## src/rtl/apu_dma_pkg.sv

```systemverilog
// Shared types and constants for the 2A03 DMA arbiter: state encoding, cycle parity, default addresses.
package apu_dma_pkg;

    typedef enum logic [2:0] {
        IDLE,
        HALT,
        ALIGN,
        SPR_RD,
        SPR_WR,
        DMC_RD
    } dma_state_e;

    localparam logic GET = 1'b0;
    localparam logic PUT = 1'b1;

    localparam logic [15:0] OAM_DMA_ADDR_DEF  = 16'h4014;
    localparam logic [15:0] SPR_DEST_ADDR_DEF = 16'h2004;
    localparam int          SPR_LEN_DEF       = 256;

endpackage

```

## src/rtl/apu_dma_bus_mux.sv

```systemverilog
// Picks who drives the CPU bus this cycle: the 6502 core, or the DMA engine in one of its bus states.
module apu_dma_bus_mux
    import apu_dma_pkg::*;
#(
    parameter logic [15:0] SPR_DEST_ADDR = SPR_DEST_ADDR_DEF
) (
    input  dma_state_e  state,
    input  logic [15:0] cpu_a,
    input  logic [7:0]  cpu_do,
    input  logic        cpu_rnw,
    input  logic [15:0] spr_addr,
    input  logic [15:0] dmc_addr,
    input  logic [7:0]  spr_byte,
    output logic [15:0] a_out,
    output logic [7:0]  d_out,
    output logic        rnw_out
);

    always_comb begin
        a_out   = cpu_a;
        d_out   = cpu_do;
        rnw_out = cpu_rnw;
        case (state)
            SPR_RD: begin
                a_out   = spr_addr;
                rnw_out = 1'b1;
            end
            SPR_WR: begin
                a_out   = SPR_DEST_ADDR;
                d_out   = spr_byte;
                rnw_out = 1'b0;
            end
            DMC_RD: begin
                a_out   = dmc_addr;
                rnw_out = 1'b1;
            end
            default: ;
        endcase
    end

endmodule

```

## src/rtl/apu_dma_arbiter.sv

```systemverilog
// 2A03 bus arbiter: halts the 6502 for sprite (OAM) DMA and DPCM fetches, on GET/PUT cycle parity.
// Define APU_DMA_STATS_EN to add the STOLEN_CNT halted-cycle counter output.
module apu_dma_arbiter
    import apu_dma_pkg::*;
#(
    parameter logic [15:0] OAM_DMA_ADDR  = OAM_DMA_ADDR_DEF,
    parameter logic [15:0] SPR_DEST_ADDR = SPR_DEST_ADDR_DEF,
    parameter int          SPR_LEN       = SPR_LEN_DEF
) (
    input  logic        CLK,
    input  logic        RES,
    input  logic        CE,
    input  logic [15:0] CPU_A,
    input  logic [7:0]  CPU_DO,
    input  logic        CPU_RnW,
    input  logic [7:0]  DIN,
    input  logic        DMC_REQ,
    input  logic [15:0] DMC_ADDR,
    output logic        RDY,
    output logic [15:0] A_OUT,
    output logic [7:0]  D_OUT,
    output logic        RnW_OUT,
    output logic        DMC_ACK,
    output logic [7:0]  DMC_DATA,
    output logic        SPR_BUSY
`ifdef APU_DMA_STATS_EN
    ,
    output logic [15:0] STOLEN_CNT
`endif
);

    dma_state_e state;
    logic       parity;
    logic       dmc_pend;
    logic [7:0] page;
    logic [7:0] spr_byte;
    logic [8:0] count;
    logic       core_owns;
    logic       oam_trig;
    logic       dmc_set;
    logic       last_byte;

    // SPR_BUSY doubles as the sprite pending flag: set on the $4014 write, cleared after the last byte.
    assign core_owns = (state == IDLE) || (state == HALT);
    assign oam_trig  = core_owns && !CPU_RnW && (CPU_A == OAM_DMA_ADDR) && !SPR_BUSY;
    // REQ is still high during the ACK cycle; don't let it re-arm a second fetch.
    assign dmc_set   = DMC_REQ && !DMC_ACK;
    assign last_byte = (count == 9'(SPR_LEN - 1));

    always_ff @(posedge CLK) begin
        if (RES) begin
            state    <= IDLE;
            parity   <= GET;
            page     <= '0;
            count    <= '0;
            spr_byte <= '0;
            dmc_pend <= 1'b0;
            RDY      <= 1'b1;
            SPR_BUSY <= 1'b0;
            DMC_ACK  <= 1'b0;
            DMC_DATA <= '0;
        end else if (CE) begin
            parity  <= ~parity;
            DMC_ACK <= 1'b0;
            if (oam_trig) begin
                page     <= CPU_DO;
                count    <= '0;
                SPR_BUSY <= 1'b1;
            end
            if (dmc_set)
                dmc_pend <= 1'b1;
            case (state)
                IDLE: if (SPR_BUSY || dmc_pend) begin
                    state <= HALT;
                    RDY   <= 1'b0;
                end
                // Sprite DMA may start on the very next GET; a DPCM fetch always spends one dummy cycle first.
                HALT: if (CPU_RnW) begin
                    if (parity == PUT && SPR_BUSY)
                        state <= dmc_pend ? DMC_RD : SPR_RD;
                    else
                        state <= ALIGN;
                end
                ALIGN: if (parity == PUT)
                    state <= dmc_pend ? DMC_RD : SPR_RD;
                SPR_RD: begin
                    spr_byte <= DIN;
                    state    <= SPR_WR;
                end
                SPR_WR: begin
                    count <= count + 9'd1;
                    if (last_byte)
                        SPR_BUSY <= 1'b0;
                    if (dmc_pend)
                        state <= DMC_RD;
                    else if (!last_byte)
                        state <= SPR_RD;
                    else begin
                        state <= IDLE;
                        RDY   <= 1'b1;
                    end
                end
                DMC_RD: begin
                    DMC_DATA <= DIN;
                    DMC_ACK  <= 1'b1;
                    dmc_pend <= 1'b0;
                    if (SPR_BUSY)
                        state <= ALIGN;
                    else begin
                        state <= IDLE;
                        RDY   <= 1'b1;
                    end
                end
                default: state <= IDLE;
            endcase
        end
    end

`ifdef APU_DMA_STATS_EN
    always_ff @(posedge CLK) begin
        if (RES)
            STOLEN_CNT <= '0;
        else if (CE && !RDY && STOLEN_CNT != 16'hFFFF)
            STOLEN_CNT <= STOLEN_CNT + 16'd1;
    end
`endif

    apu_dma_bus_mux #(.SPR_DEST_ADDR(SPR_DEST_ADDR)) u_mux (
        .state    (state),
        .cpu_a    (CPU_A),
        .cpu_do   (CPU_DO),
        .cpu_rnw  (CPU_RnW),
        .spr_addr ({page, count[7:0]}),
        .dmc_addr (DMC_ADDR),
        .spr_byte (spr_byte),
        .a_out    (A_OUT),
        .d_out    (D_OUT),
        .rnw_out  (RnW_OUT)
    );

endmodule

```

## config.mk

```make
export PLATFORM = sky130hd
export DESIGN_NAME = apu_dma_arbiter
export DESIGN_NICKNAME = d
export VERILOG_FILES = /design/src/rtl/apu_dma_pkg.sv /design/src/rtl/apu_dma_bus_mux.sv /design/src/rtl/apu_dma_arbiter.sv
export SDC_FILE = /design/constraint.sdc
export NUM_CORES = 1
export LEC_CHECK = 0
export CELL_PAD_IN_SITES_DETAIL_PLACEMENT = 0
export CELL_PAD_IN_SITES_GLOBAL_PLACEMENT = 1
export CORE_ASPECT_RATIO = 0.9
export CORE_MARGIN = 4
export CORE_UTILIZATION = 35
export CTS_BUF_LIST = sky130_fd_sc_hd__clkbuf_16
export CTS_CLUSTER_SIZE = 24
export DETAILED_ROUTE_END_ITERATION = 16
export PLACE_DENSITY_LB_ADDON = 0.15
export SETUP_SLACK_MARGIN = 0.1
export SLEW_MARGIN = 10
export SYNTH_ARGS = -nofsm -noshare
export SYNTH_HDL_FRONTEND = slang
export SYNTH_SLANG_ARGS = --single-unit
```

## constraint.sdc

```tcl
create_clock -name CLK -period 4 [get_ports CLK]
set_input_delay 0.8 -clock CLK [delete_from_list [all_inputs] [get_ports CLK]]
set_output_delay 0.8 -clock CLK [all_outputs]
set_load 0.005 [all_outputs]
```

# Word level (Yosys, flattened, before mapping)
# Cells that the tools add are included.
word_totals:
  reg_bits: 41
  out_inout_bits: 36
classes:
  n_mux: 25
  n_reduce_logical: 22
  eq_ne: 13
  bitwise_logic: 1
  add_sub_neg: 1
ops:
  columns: ["cell", "count"]
  rows:
  - ["$pmux 16 s3", 1]
  - ["$mux 3", 6]
  - ["$mux 9", 2]
  - ["$pmux 3 s6", 1]
  - ["$eq 16x15->1 const B", 1]
  - ["$mux 1", 10]
  - ["$ne 2x2->1 const B", 5]
  - ["$reduce_and 2->1", 5]
  - ["$add 9x1->9 const B", 1]
  - ["$eq 9x8->1 const B", 1]
  - ["$mux 8", 1]
  - ["$eq 3x2->1 const B", 2]
  - ["$eq 3x3->1 const B", 2]
  - ["$reduce_and 6->1", 1]
  - ["$logic_and 1x1->1", 5]
  - ["$mux 2", 2]
  - ["$reduce_and 4->1", 1]
  - ["$reduce_bool 2->1", 2]
  - ["$eq 3x1->1 const B", 1]
  - ["$logic_not 1->1", 3]
  - ["$logic_not 3->1", 1]
  - ["$pmux 1 s3", 1]
  - ["$reduce_bool 3->1", 1]
  - ["$logic_or 1x1->1", 2]
  - ["other kinds (4)", 4]

# Longest topological paths before layout
logic_depth:
  word_depth: 8
  depth_mapped: 9

# Hierarchy
# A second synthesis with hierarchy kept.
unflattened:
  cells_unflattened: 290
  area_unflattened_um2: 2446.1
by_module_without_submodules:
  columns: ["module", "seq_area_each_um2", "area_per_inst_um2", "instances", "cells_per_inst"]
  rows:
  - ["apu_dma_arbiter", 820.8, 1919.3, 1, 232]
  - ["apu_dma_bus_mux", 0.0, 526.8, 1, 58]

# Worst setup path before layout
# Ideal clock, no wire load.
synth_path:
  path_kind: "register to output"
  startpoint: "reg state[1]"
  endpoint: "out A_OUT[4]"
  slack_ns: 1.749
  path_buffers: 3
  arrival_time_ns: 1.451
  required_time_ns: 3.200
  stages_incl_launch_ff: 8
  cell_sequence: "dfxtp_1 > buf_6 > clkbuf_1 > nand2_2 > buf_2 > nor2_1 > a21oi_1 > a21oi_1"
synth_between:
  elab_chain_len: 2
synth_rtl:
  columns: ["element", "line", "rtl"]
  rows:
  - ["from (decl)", "apu_dma_arbiter.sv:32", "dma_state_e state;"]
  - ["from (signal assigned)", "apu_dma_arbiter.sv:80", "state <= dmc_pend ? DMC_RD : SPR_RD;"]
  - ["from (signal assigned)", "apu_dma_arbiter.sv:85", "state <= dmc_pend ? DMC_RD : SPR_RD;"]
  - ["$eq 3x3->1 or $eq 3x2->1 (tied branches)", "apu_dma_bus_mux.sv:23", "case (state)"]
  - ["$pmux 16 s3 *", "apu_dma_bus_mux.sv:23", null]
  - ["to (decl)", "apu_dma_arbiter.sv:20", "output logic [15:0] A_OUT,"]
# Every way passes the cells marked *; elsewhere a longest branch is shown, timed or not.

# Worst setup path in the final report
# Ends and elaborated chain as after synthesis.

==> run metrics <==
RSZ-0062 raised after global routing false; worst r2r dst RDY; Synth Register Bits 41; Sw Share ~25%; Routed WL 8390 um; Clk pwr share 40.8%; multiplexer area fraction after synthesis roughly 6.3%; Comb power frac about 17%; worst r2r path cells 9; crit path cell chain nand2_2 > nor2_1 > a21oi_1 > a21oi_1 > clkdlybuf4s50_1; CTS Hold Bufs 0; die width 98.0 um; Synth cell types 54; CTS tree yes; IO Port Bufs 88; post-DR wirelength/cell 16.6 um; Max Fanout on Critical Path 19; Max Clk Rate 307 MHz; PD cells roughly 270 nW/um^2; nets@finish between 400 and 500; Yosys warning count 0; dpl ws 0.979 ns; Clk Latency, worst-skew pair 0.28 ns; CTS root buffer clkbuf_16; Synth Area in Simple Gates 27.7%; Reg clk slew, reported paths 0.06 ns; initial antenna violation count 0; crit-path max cell delay 0.70 ns; Detailed Routing Iterations Pass 1 4; Mapped Area ~2600 sq um; status complete, no violations; CP required 3.20 ns; number of global-route vias before repair 2640; Critical Path AT 2.46 ns; routed via count 2818; post_cts resized 0; cell taking the most area after synthesis dfxtp_1; M1 WL 4060 um; post-route clock period utilization 81.5%; largest family of logic cells by synthesized area simple AND/OR/NAND/NOR gates; Met2 Wirelength ~3700 um; CORE AREA 7080 sq um; worst slew pin tran 0.791 ns; Static Leak 0.00130 uW; io pins between 80 and 90; Net Sw Power 249 uW; Post-CTS Setup Bufs 0; Synth Area in Compound Gates 27.2%; share of layout cells above drive strength 1 6.30%; Post-Synth XOR/XNOR Area 0.343%; Cell Int Power between 700 and 800 uW; count of pins over their slew limit 0; Initial Util a little over a third; most frequent CP cell a21oi_1; sequential-to-total area share from yosys stat 32.2%; pin count of the biggest net entering global routing 30; vias per cell 5.57; VDD IR-drop max roughly 150 uV; Max-cap violations 0; die height 89.0 um; P&R area growth vs syn 42.7%; sequential cell area 821 sq um; Synth Instances 336; Mean Syn Cell Area roughly 7.6 sq um; worst hold endpoint DMC_DATA[1]; commonest non-fill, non-tap cell in the layout clkdlybuf4s50_1; Top FF cell, synth dfxtp_1; reg2reg start count[0]; fillers 722; top sig layer met4; Post-synth EDFFs 0; Slew HR 47.1%; reg2reg setup slack 1.61 ns; Crit Path Class reg2out; HPWL after DPL between 6000 and 7000 um; most frequent cells in the layout clkdlybuf4s50_1, nand2_1, a21oi_1, dfxtp_1; Fin Setup TNS 0 ns; Flop pwr share 42.2%; CP Capture Type primary output; total grt overflow 0; Worst Hold Class reg2reg; post-layout worst setup margin 0.742 ns; Finished Layout Cells about 510; Final min period 3.26 ns; share of the synthesized area in the top cell type 32.2%; first-pass GRT wire length 13400 um; Slowest cell on crit path dfxtp_1; Startpoint Class register; dpl cells 498; WHS Path Cells 2; row cnt 29; adder-cell area share of the yosys netlist 0.980%; Post-Syn Nets 391; Num CTS Buffers 5; startpoint of the worst hold path DMC_DATA[1]; DRC viols 0; footprint of the multi-input gates 1590 sq um; met3 WL post-DR 567 um; # diodes 0; Routed Antenna Nets 0; Final setup viols 0; CTS sink cnt 41; Synth area leaders dfxtp_1, nand2_1, a21oi_1; overall die area 8720 sq um; GRT Total Usage 19.0%; post-synthesis async set-or-reset flop share 0%; GPL Wtd Cong 0.839; clk buf depth 2; Iter 0 DRT Violations 140; H-tree Lvls 2; final number of hold-violating endpoints 0; Worst Skew 0.00415 ns
[registers in the layout, indices dropped and copies added, names as in the netlist]
register,count
DMC_ACK,1
count,9
spr_byte,8
dmc_pend,1
RDY,1
state,3
SPR_BUSY,1
parity,1
page,8
DMC_DATA,8
[final cells by class]
type                       instances  share of cell area, %
inverter                           6                  0.618
tap                               93                   3.19
sequential                        41                   22.5
timing repair buffer              96                   25.8
multi-input combinational        262                   43.8
clock buffer                       5                   3.44
clock inverter                     3                  0.618
[logic make-up after synthesis]
kind of cell / Yosys count
fa+ha+maj: 2
mux: 16
xor+xnor: 1
simple gates: 135
flops: 41
buf+inv: 33
compound gates: 108
[synth_stat cells (all sizes together), types with 2 or more instances]
cell / instances
a221oi: 16
or3: 2
dfxtp: 41
nand3b: 4
a311o: 2
o211ai: 5
clkbuf: 19
a21oi: 46
buf: 8
ha: 2
a21boi: 2
nor4b: 4
nor4: 4
mux2i: 16
and3: 2
nor2: 12
nand4: 10
inv: 5
a31oi: 6
nand3: 6
a22oi: 2
or2: 3
nor3: 6
o21ai: 16
nand2: 64
nor2b: 3
o221ai: 2
nand2b: 9
[metrics by stage]
stage                     hold WS, ns  total power, uW  area (sq um)  utilization (%)
after floorplan                 0.437              489          2550                -
after global placement          0.444              595          3490             49.4
after detailed placement        0.449              595          3490             49.4
after CTS                       0.456              997          3640             51.5
after global routing            0.472             1030          3640             51.5
final                           0.455              990          3640             51.5
[worst max path at each step]
stage	cells after the start	endpoint	start
after floorplan	7	A_OUT[4]	state[1]
after global placement	4	A_OUT[1]	CPU_A[1]
after detailed placement	4	A_OUT[8]	CPU_A[8]
after CTS	5	A_OUT[4]	state[1]
after global routing	5	A_OUT[4]	state[1]
final	5	A_OUT[4]	state[1]
[power by group through the flow]
stage	logic, uW	clock network, uW	registers, uW
3_3_place_gp	168	0	427
2_1_floorplan	64.5	0	425
6_report	169	404	418
3_5_place_dp	168	0	427
4_1_cts	169	410	418
5_1_grt	183	428	418
[metal layers]
layer | vias to the layer above | track usage (%)
li1 | 1401 | -
met1 | 1324 | 26.1
met2 | 84 | 29.9
met3 | 9 | 4.84
met4 | 0 | 5.03
met5 | - | 0
[critical path: cells and delay by family, from the launching register on]
kind	cells	cell delay, ns
AOI/OAI and AO/OA	2	0.24
buffers and inverters	1	0.52
DFF	1	0.70
and+or+nand+nor	2	0.71
(Power assumes the default switching activity.)
